### src/rtl/clock_divider_prog.sv
// ============================================================================
// Module      : clock_divider_prog
// Description : Programmable divide-by-N clock divider (N = 2..2^CNT_W-1)
//               with glitch-free start/stop, boundary-aligned ratio reload
//               and a rising-edge tick. Optional macro ODD_DUTY50_EN adds a
//               negedge flop so odd ratios produce an exact 50% duty cycle.
// Revision    : 1.0 - initial release
// ============================================================================
`default_nettype none
`timescale 1ns/1ps

module clock_divider_prog #(
    parameter int CNT_W       = 8,
    parameter int DIV_DEFAULT = 4
) (
    input  logic             clk_in,
    input  logic             rst_n,
    input  logic             en,
    input  logic [CNT_W-1:0] div_ratio,
    input  logic             load,
    output logic             clk_out,
    output logic             tick,
    output logic             load_ack,
    output logic             ratio_err,
    output logic             running
);

    localparam logic [0:0]       c_st_idle     = 1'b0;
    localparam logic [0:0]       c_st_run      = 1'b1;
    localparam logic [CNT_W-1:0] c_min_ratio   = CNT_W'(2);
    localparam logic [CNT_W-1:0] c_one         = CNT_W'(1);
    localparam logic [CNT_W-1:0] c_div_default = CNT_W'(DIV_DEFAULT);

    logic [0:0]       r_state;
    logic [CNT_W-1:0] r_cnt;
    logic [CNT_W-1:0] r_ratio;
    logic [CNT_W-1:0] r_pend;
    logic             r_pend_vld;
    logic             r_q_pos;
    logic             r_tick;
    logic             r_load_ack;
    logic             r_ratio_err;
    logic             r_running;

    logic [CNT_W-1:0] w_load_ratio;
    logic [CNT_W-1:0] w_cnt_inc;
    logic [CNT_W-1:0] w_next_ratio;
    logic             w_terminal;

    assign w_load_ratio = (div_ratio < c_min_ratio) ? c_min_ratio : div_ratio;
    assign w_cnt_inc    = r_cnt + c_one;
    assign w_terminal   = (r_cnt == (r_ratio - c_one));
    // A load landing in the terminal cycle wins over an older pending ratio.
    assign w_next_ratio = load ? w_load_ratio : (r_pend_vld ? r_pend : r_ratio);

    always_ff @(posedge clk_in or negedge rst_n) begin
        if (!rst_n) begin
            r_state     <= c_st_idle;
            r_cnt       <= '0;
            r_ratio     <= c_div_default;
            r_pend      <= '0;
            r_pend_vld  <= 1'b0;
            r_q_pos     <= 1'b0;
            r_tick      <= 1'b0;
            r_load_ack  <= 1'b0;
            r_ratio_err <= 1'b0;
            r_running   <= 1'b0;
        end else begin
            r_ratio_err <= load && (div_ratio < c_min_ratio);
            r_tick      <= 1'b0;
            r_load_ack  <= 1'b0;
            case (r_state)
                c_st_idle: begin
                    r_cnt      <= '0;
                    r_pend_vld <= 1'b0;
                    if (load) begin
                        r_ratio    <= w_load_ratio;
                        r_load_ack <= 1'b1;
                    end
                    if (en) begin
                        r_state   <= c_st_run;
                        r_q_pos   <= 1'b1;
                        r_tick    <= 1'b1;
                        r_running <= 1'b1;
                    end else begin
                        r_q_pos   <= 1'b0;
                        r_running <= 1'b0;
                    end
                end
                c_st_run: begin
                    if (w_terminal) begin
                        r_cnt      <= '0;
                        r_ratio    <= w_next_ratio;
                        r_load_ack <= load || r_pend_vld;
                        r_pend_vld <= 1'b0;
                        if (en) begin
                            r_q_pos <= 1'b1;
                            r_tick  <= 1'b1;
                        end else begin
                            r_state   <= c_st_idle;
                            r_q_pos   <= 1'b0;
                            r_running <= 1'b0;
                        end
                    end else begin
                        r_cnt   <= w_cnt_inc;
                        r_q_pos <= (w_cnt_inc < (r_ratio >> 1));
                        if (load) begin
                            r_pend     <= w_load_ratio;
                            r_pend_vld <= 1'b1;
                        end
                    end
                end
                default: begin
                    r_state   <= c_st_idle;
                    r_q_pos   <= 1'b0;
                    r_running <= 1'b0;
                end
            endcase
        end
    end

`ifdef ODD_DUTY50_EN
    // Half-cycle delayed copy of the high phase; stretches odd-N highs by 0.5.
    logic r_q_neg;

    always_ff @(negedge clk_in or negedge rst_n) begin
        if (!rst_n) begin
            r_q_neg <= 1'b0;
        end else if (r_state == c_st_idle) begin
            r_q_neg <= 1'b0;
        end else begin
            r_q_neg <= r_q_pos;
        end
    end

    assign clk_out = r_q_pos | (r_ratio[0] & r_q_neg);
`else
    assign clk_out = r_q_pos;
`endif

    assign tick      = r_tick;
    assign load_ack  = r_load_ack;
    assign ratio_err = r_ratio_err;
    assign running   = r_running;

endmodule

`default_nettype wire
### config.mk
export PLATFORM = sky130hd
export DESIGN_NAME = clock_divider_prog
export DESIGN_NICKNAME = d
export VERILOG_FILES = /design/src/rtl/clock_divider_prog.sv
export SDC_FILE = /design/constraint.sdc
export NUM_CORES = 1
export LEC_CHECK = 0
export CELL_PAD_IN_SITES_DETAIL_PLACEMENT = 1
export CELL_PAD_IN_SITES_GLOBAL_PLACEMENT = 1
export CORE_ASPECT_RATIO = 0.8
export CORE_UTILIZATION = 45
export CTS_CLUSTER_SIZE = 14
export DETAILED_ROUTE_END_ITERATION = 8
export PLACE_DENSITY = 0.77
export REMOVE_ABC_BUFFERS = 1
export SLEW_MARGIN = 20
export SYNTH_ARGS = -nofsm -noshare
export SYNTH_HDL_FRONTEND = slang
export SYNTH_SLANG_ARGS = --single-unit
### constraint.sdc
create_clock -name clk_in -period 2.86 [get_ports clk_in]
set_input_delay 0.715 -clock clk_in [delete_from_list [all_inputs] [get_ports clk_in]]
set_output_delay 0.715 -clock clk_in [all_outputs]
set_load 0.005 [all_outputs]
==> results of run 1 <==
[cells by family after synthesis]
kind of cell | after synthesis | share of synthesized area
multiplexers | 25 | 0.1688
adder cells (fa/ha/maj) | 8 | 0.05747
AO/OA/AOI/OAI | 18 | 0.07184
buffers and inverters | 15 | 0.04094
flip-flops | 31 | 0.4461
XOR/XNOR | 15 | 0.07543
AND/OR/NAND/NOR | 42 | 0.1394
[how the worst max path moves through the flow]
stage                       to  cells after the start    startpoint  slack, ns
floorplan           r_ratio[1]                      7    r_ratio[0]       0.04
global placement    r_ratio[1]                      6  div_ratio[4]       0.17
detailed placement  r_ratio[1]                      6  div_ratio[4]       0.11
CTS                 r_ratio[3]                      8    r_ratio[0]       0.28
global route        r_ratio[3]                      8    r_ratio[0]       0.11
finish              r_ratio[3]                      8    r_ratio[0]       0.26
[tightest hold or removal path: cells and delay by family, from the launching register on]
family / cells / cell delay, ns
flip-flops: 1 / 0.34
AND/OR/NAND/NOR: 2 / 0.12
[cell usage in the layout (no fill, tap or decap), types with 6 or more instances in the layout]
cell type	synthesis	routed
xor2_1	7	7
and3_1	13	13
clkdlybuf4s50_1	0	16
mux2i_1	14	14
mux2_4	8	8
nor2_1	10	10
clkbuf_8	0	6
inv_1	10	10
xnor2_1	8	8
dfrtp_1	30	30
ha_1	8	8
a21oi_1	6	6
[Yosys cell counts, types with 3 or more instances]
cell type	number	area (um2)
mux2_4	8	120.1
inv_1	10	37.54
and3_1	13	81.33
dfrtp_1	30	750.7
mux2i_1	14	140.1
xor2_1	7	61.31
ha_1	8	100.1
nor2_1	10	37.54
nand3_1	4	20.02
xnor2_1	8	70.07
and2_1	3	18.77
a21oi_1	6	30.03
[state kept, by name, indices dropped and copies added (netlist names)]
signal / count
clk_out: 1
r_ratio: 8
running: 1
load_ack: 1
r_cnt: 8
r_pend_vld: 1
r_state: 1
tick: 1
r_pend: 8
ratio_err: 1
[power by group through the flow]
stage	clock (mW)	sequential [mW]	combinational (mW)
after floorplan	0	0.729	0.655
after global placement	0	0.769	0.850
after detailed placement	0	0.782	0.898
after CTS	0.353	0.774	0.913
after global routing	0.371	0.802	1.02
final	0.346	0.776	0.902
[through the flow]
| stage | utilization | total power [mW] | setup slack [ns] |
|---|---|---|---|
| after floorplan | - | 1.383 | 0.03958 |
| after global placement | 0.5470 | 1.619 | 0.1665 |
| after detailed placement | 0.5470 | 1.680 | 0.1149 |
| after CTS | 0.5716 | 2.040 | 0.2754 |
| after global routing | 0.5716 | 2.194 | 0.1136 |
| final | 0.5716 | 2.023 | 0.2571 |
[metal layers]
metal,share of wire,wire (um),track usage
met3,0.035,142,0.05565
met4,0.012,48,0.06723
met5,0,0,0
met1,0.48,1985,0.3228
met2,0.47,1927,0.3687
[final cells by class]
class	instances	area share
Tap cell	42	0.02578
Clock buffer	6	0.04052
Clock inverter	1	0.002455
Sequential cell	31	0.3812
Multi-Input combinational cell	108	0.4383
Timing Repair Buffer	20	0.09331
Inverter	10	0.01842
==> out/results.ini, run 1 <==
[setup_path]
cp.required_ns=3.06
path_class=reg2reg
cp.arrival_ns=2.80
startpoint_type=register
rr_endpoint=r_ratio[3]
crit_chain=inv_1, ha_1, and3_1, or4b_1, a311o_1, a21oi_1, buf_4, mux2i_1
r2r_slack_ns=0.26
worst_setup_path_end_kind=register
path_buf_inv=2
worst_path_dominant_cell_family=simple AND/OR/NAND/NOR gates
cp_slowest_cell=or4b_1
reg2reg_from=r_ratio[0]
critPathMaxFanout=8
max_stage_delay_ns=0.46
ff2ff_path_depth=8

[power_and_ir_drop]
p_sw_frac=0.3866
power.switching_uw=782.2
p_int_mw=1.241
p_comb_frac=0.446
clock_power_share=0.171
leakagePower_nw=0.9594
peakVddDrop_mv=0.4314
seq_power_share=0.383
power_density_nw_per_um2=992.8

[clock_network]
clk_path_buf_depth=2
clock_latency_ns=0.28
cts_buffers=5
htreeDepth=2
clk_pin_slew_ns=0.07
cts_hold_buf=0
cts-root-buf=clkbuf_8
cts.sinks=31
cts_resized=0
post-cts-setup-buffers=0
tritoncts=yes

[timing]
rsz0062_at_grt=no
timing.setup.tns_ns=0
fin_crit_sh=0.9101
slew_headroom=0.6014
worst-slew-pin-transition_ns=0.5933
setup_violations=0
final.min_clock_period_ns=2.603
finalHoldViolations=0
timing.final.max_slew_violations=0
hold_slack_ns=0.5001
fmax_ghz=0.3842
skew_ns=0.006411

[placed_design]
placed_area_um2=1951
dp.cells=211
place.gp.congestion=0.8486
port_buffers=16
dp_hpwl_um=3086

[die]
pin_count=17
die_w_um=71.56
initial_core_util=0.4884
core.rowCount=19
fp.dieH_um=57.65
die_area_um2=4125
core_um2=3566

[drt]
antenna_left=0
drc_errors=0
wl_um=4103
num_vias=1225
wire_per_inst_um=18.82
viasPerCell=5.619
initialDrtViolationCount=43
dr.pass1.iters=4

[cells_and_area]
drive_gt1_frac=0.1364
nets=196
diodes=0
multi_input_area_um2=893.4
syn_to_final_growth_pct=17.03
regArea_um2=777.0
fillers=370
stdcell_count=218
finalInstanceArea_um2=2038

[logic_synthesis]
ys_warn_count=0
synth_edf_count=0
ys.flop_type=dfrtp_1
avgSynthCellArea_um2=11.31
synth_cells=154
ys_seq_area_frac=0.4461
synth_cell_types=39
async_flop_share=1.000
syn_area_um2=1742
ys_ff_latch=31

[grt]
gr-total-overflow=0
antenna_found_initial=0
grt_first_pass_wirelength_um=7017
grt.total_usage=0.2327
grt_pass1_vias=1351
grt_max_degree=32

[min_path]
min_to=r_pend_vld
hold_start=r_pend_vld
min_path_type=reg2reg
hold_depth=2

[flow_run]
max-cap-violations=0

[outcome]
outcome=finished clean

No activity file was read; power rests on OpenSTA's default activity.
==> run 2: changes to the inputs <==
--- a/config.mk
+++ b/config.mk
@@ -13,6 +13,7 @@
 export DETAILED_ROUTE_END_ITERATION = 8
 export PLACE_DENSITY = 0.77
 export REMOVE_ABC_BUFFERS = 1
+export SETUP_SLACK_MARGIN = 0.5
 export SLEW_MARGIN = 20
 export SYNTH_ARGS = -nofsm -noshare
 export SYNTH_HDL_FRONTEND = slang
==> run 2 against run 1 <==
Compared with the run above: first-iteration DRC count grew 86%; design area rose by 5.6%; largest power group unchanged; clock power shrank 1%; clock skew down 0.0023 ns; combinational power up 21%; flip-flop and latch count did not move.
==> out/results.ini, run 2 (synthesis gave the netlist of run 1 again) <==
[drt]
viasPerCell=5.854
wire_per_inst_um=20.62
drc_errors=0
num_vias=1323
antenna_left=0
initialDrtViolationCount=80
wl_um=4660
dr.pass1.iters=4

[cells_and_area]
nets=204
stdcell_count=226
final_common_cell=dfrtp_1
syn_to_final_growth_pct=23.56
layout_common_cells=dfrtp_1, clkdlybuf4s50_1, and3_1, mux2i_1, buf_4
drive_gt1_frac=0.2174
fillers=367
reg_top3=r_cnt (8), r_pend (8), r_ratio (8)
diodes=0

[setup_path]
cp.required_ns=3.02
path_class=reg2reg
startpoint_type=register
crit_path_start=r_ratio[2]
reg2reg_from=r_ratio[2]
worst_setup_path_end_kind=register
ff2ff_path_depth=7
critPathMaxFanout=4
cp.arrival_ns=2.60

[clock_network]
clock_latency_ns=0.28
cts-root-buf=clkbuf_8
tritoncts=yes
clk_path_buf_depth=2
cts.sinks=31
htreeDepth=2
cts_buffers=5
clk_pin_slew_ns=0.06

[die]
fp.dieH_um=57.65
core_um2=3566
initial_core_util=0.4884
die_w_um=71.56
die_area_um2=4125
pin_count=17
core.rowCount=19

[placed_design]
dp.cells=211
preCtsSetupSlack_ns=0.1149
place.gp.congestion=0.8486
port_buffers=16
dp_hpwl_um=3086

[grt]
grt_pass1_vias=1415
grt_max_degree=32
grt_first_pass_wirelength_um=7452
gr-total-overflow=0
antenna_found_initial=0
grt.total_usage=0.2491

[timing]
fmax_ghz=0.4102
timing.final.max_slew_violations=0
rsz0062_at_grt=yes
worst-slew-pin-transition_ns=0.4535
finalHoldViolations=0
setup_violations=0
slew_headroom=0.6977
timing.setup.tns_ns=0
skew_ns=0.004149
fin_crit_sh=0.8524
final.min_clock_period_ns=2.438
setup_slack_ns=0.4220

[power_and_ir_drop]
leakagePower_nw=1.006
p_sw_frac=0.3955
seq_power_share=0.352
p_int_mw=1.335
clock_power_share=0.155
power_density_nw_per_um2=1026
p_comb_frac=0.493
peakVddDrop_mv=0.4826
power.switching_uw=873.0

[flow_run]
max-cap-violations=0

[min_path]
hold_depth=2
hold_start=r_pend_vld
min_path_type=reg2reg

[outcome]
outcome=finished clean

==> run 2: worst paths after layout <==
check / end / slack, ns
worst max-delay path: r_ratio[1] / 0.42
worst min-delay path: r_pend_vld / 0.50
worst max register to register: r_ratio[1] / 0.42
worst min register to register: r_pend_vld / 0.50
max in group asynchronous: r_ratio[2] / 1.70
min in group asynchronous: r_cnt[4] / 0.84
==> run 2: worst max-delay path, stage by stage, from the launching register on <==
cell	delay [ns]
dfstp_2	0.58
inv_1	0.10
and3_1	0.18
or4b_1	0.47
a311o_1	0.34
a21oi_2	0.22
buf_4	0.15
mux2_4	0.29
==> run 2: cell type report <==
cell class	instances	area [um2]	share of cell area
Timing Repair Buffer	28	254.0	0.1180
Sequential cell	31	777.0	0.3610
Clock buffer	6	82.58	0.03837
Tap cell	42	52.55	0.02442
Multi-Input combinational cell	108	943.4	0.4384
Inverter	10	37.54	0.01744
Clock inverter	1	5.005	0.002326
==> run 2: power groups by stage <==
stage	sequential, mW	combinational, mW	clock (mW)
finish	0.778	1.09	0.341
floorplan	0.729	0.655	0
global placement	0.769	0.850	0
CTS	0.764	0.986	0.353
detailed placement	0.782	0.898	0
global route	0.798	1.19	0.373
==> run 2: metrics by stage <==
step	hold WS, ns	instance area (um2)	power [mW]	utilization
floorplan	0.4194	1708	1.383	-
global placement	0.4802	1951	1.619	0.5470
detailed placement	0.4883	1951	1.680	0.5470
CTS	0.5052	2107	2.103	0.5909
global route	0.5314	2152	2.365	0.6035
finish	0.5011	2152	2.208	0.6035
==> run 2: repair_timing <==
action,4_1_cts,5_1_grt
hold buffers,0,0
setup buffers,6,2
resized for setup,6,5
endpoints found under the setup margin,17,19
pin swaps,2,0
==> run 2: layer usage <==
layer,up-vias,GRT usage,routed length (um)
met4,0,0.08964,106
met2,28,0.4082,2249
met1,686,0.3284,2181
met5,-,0,0
li1,599,-,-
met3,10,0.05739,123
==> run 3: changes to the inputs <==
--- a/config.mk
+++ b/config.mk
@@ -11,6 +11,7 @@
 export CORE_UTILIZATION = 45
 export CTS_CLUSTER_SIZE = 14
 export DETAILED_ROUTE_END_ITERATION = 8
+export GPL_ROUTABILITY_DRIVEN = 0
 export PLACE_DENSITY = 0.77
 export REMOVE_ABC_BUFFERS = 1
 export SETUP_SLACK_MARGIN = 0.5
==> results of run 3 <==
No change in the layout: final DEF, timing and power equal those of run 2.
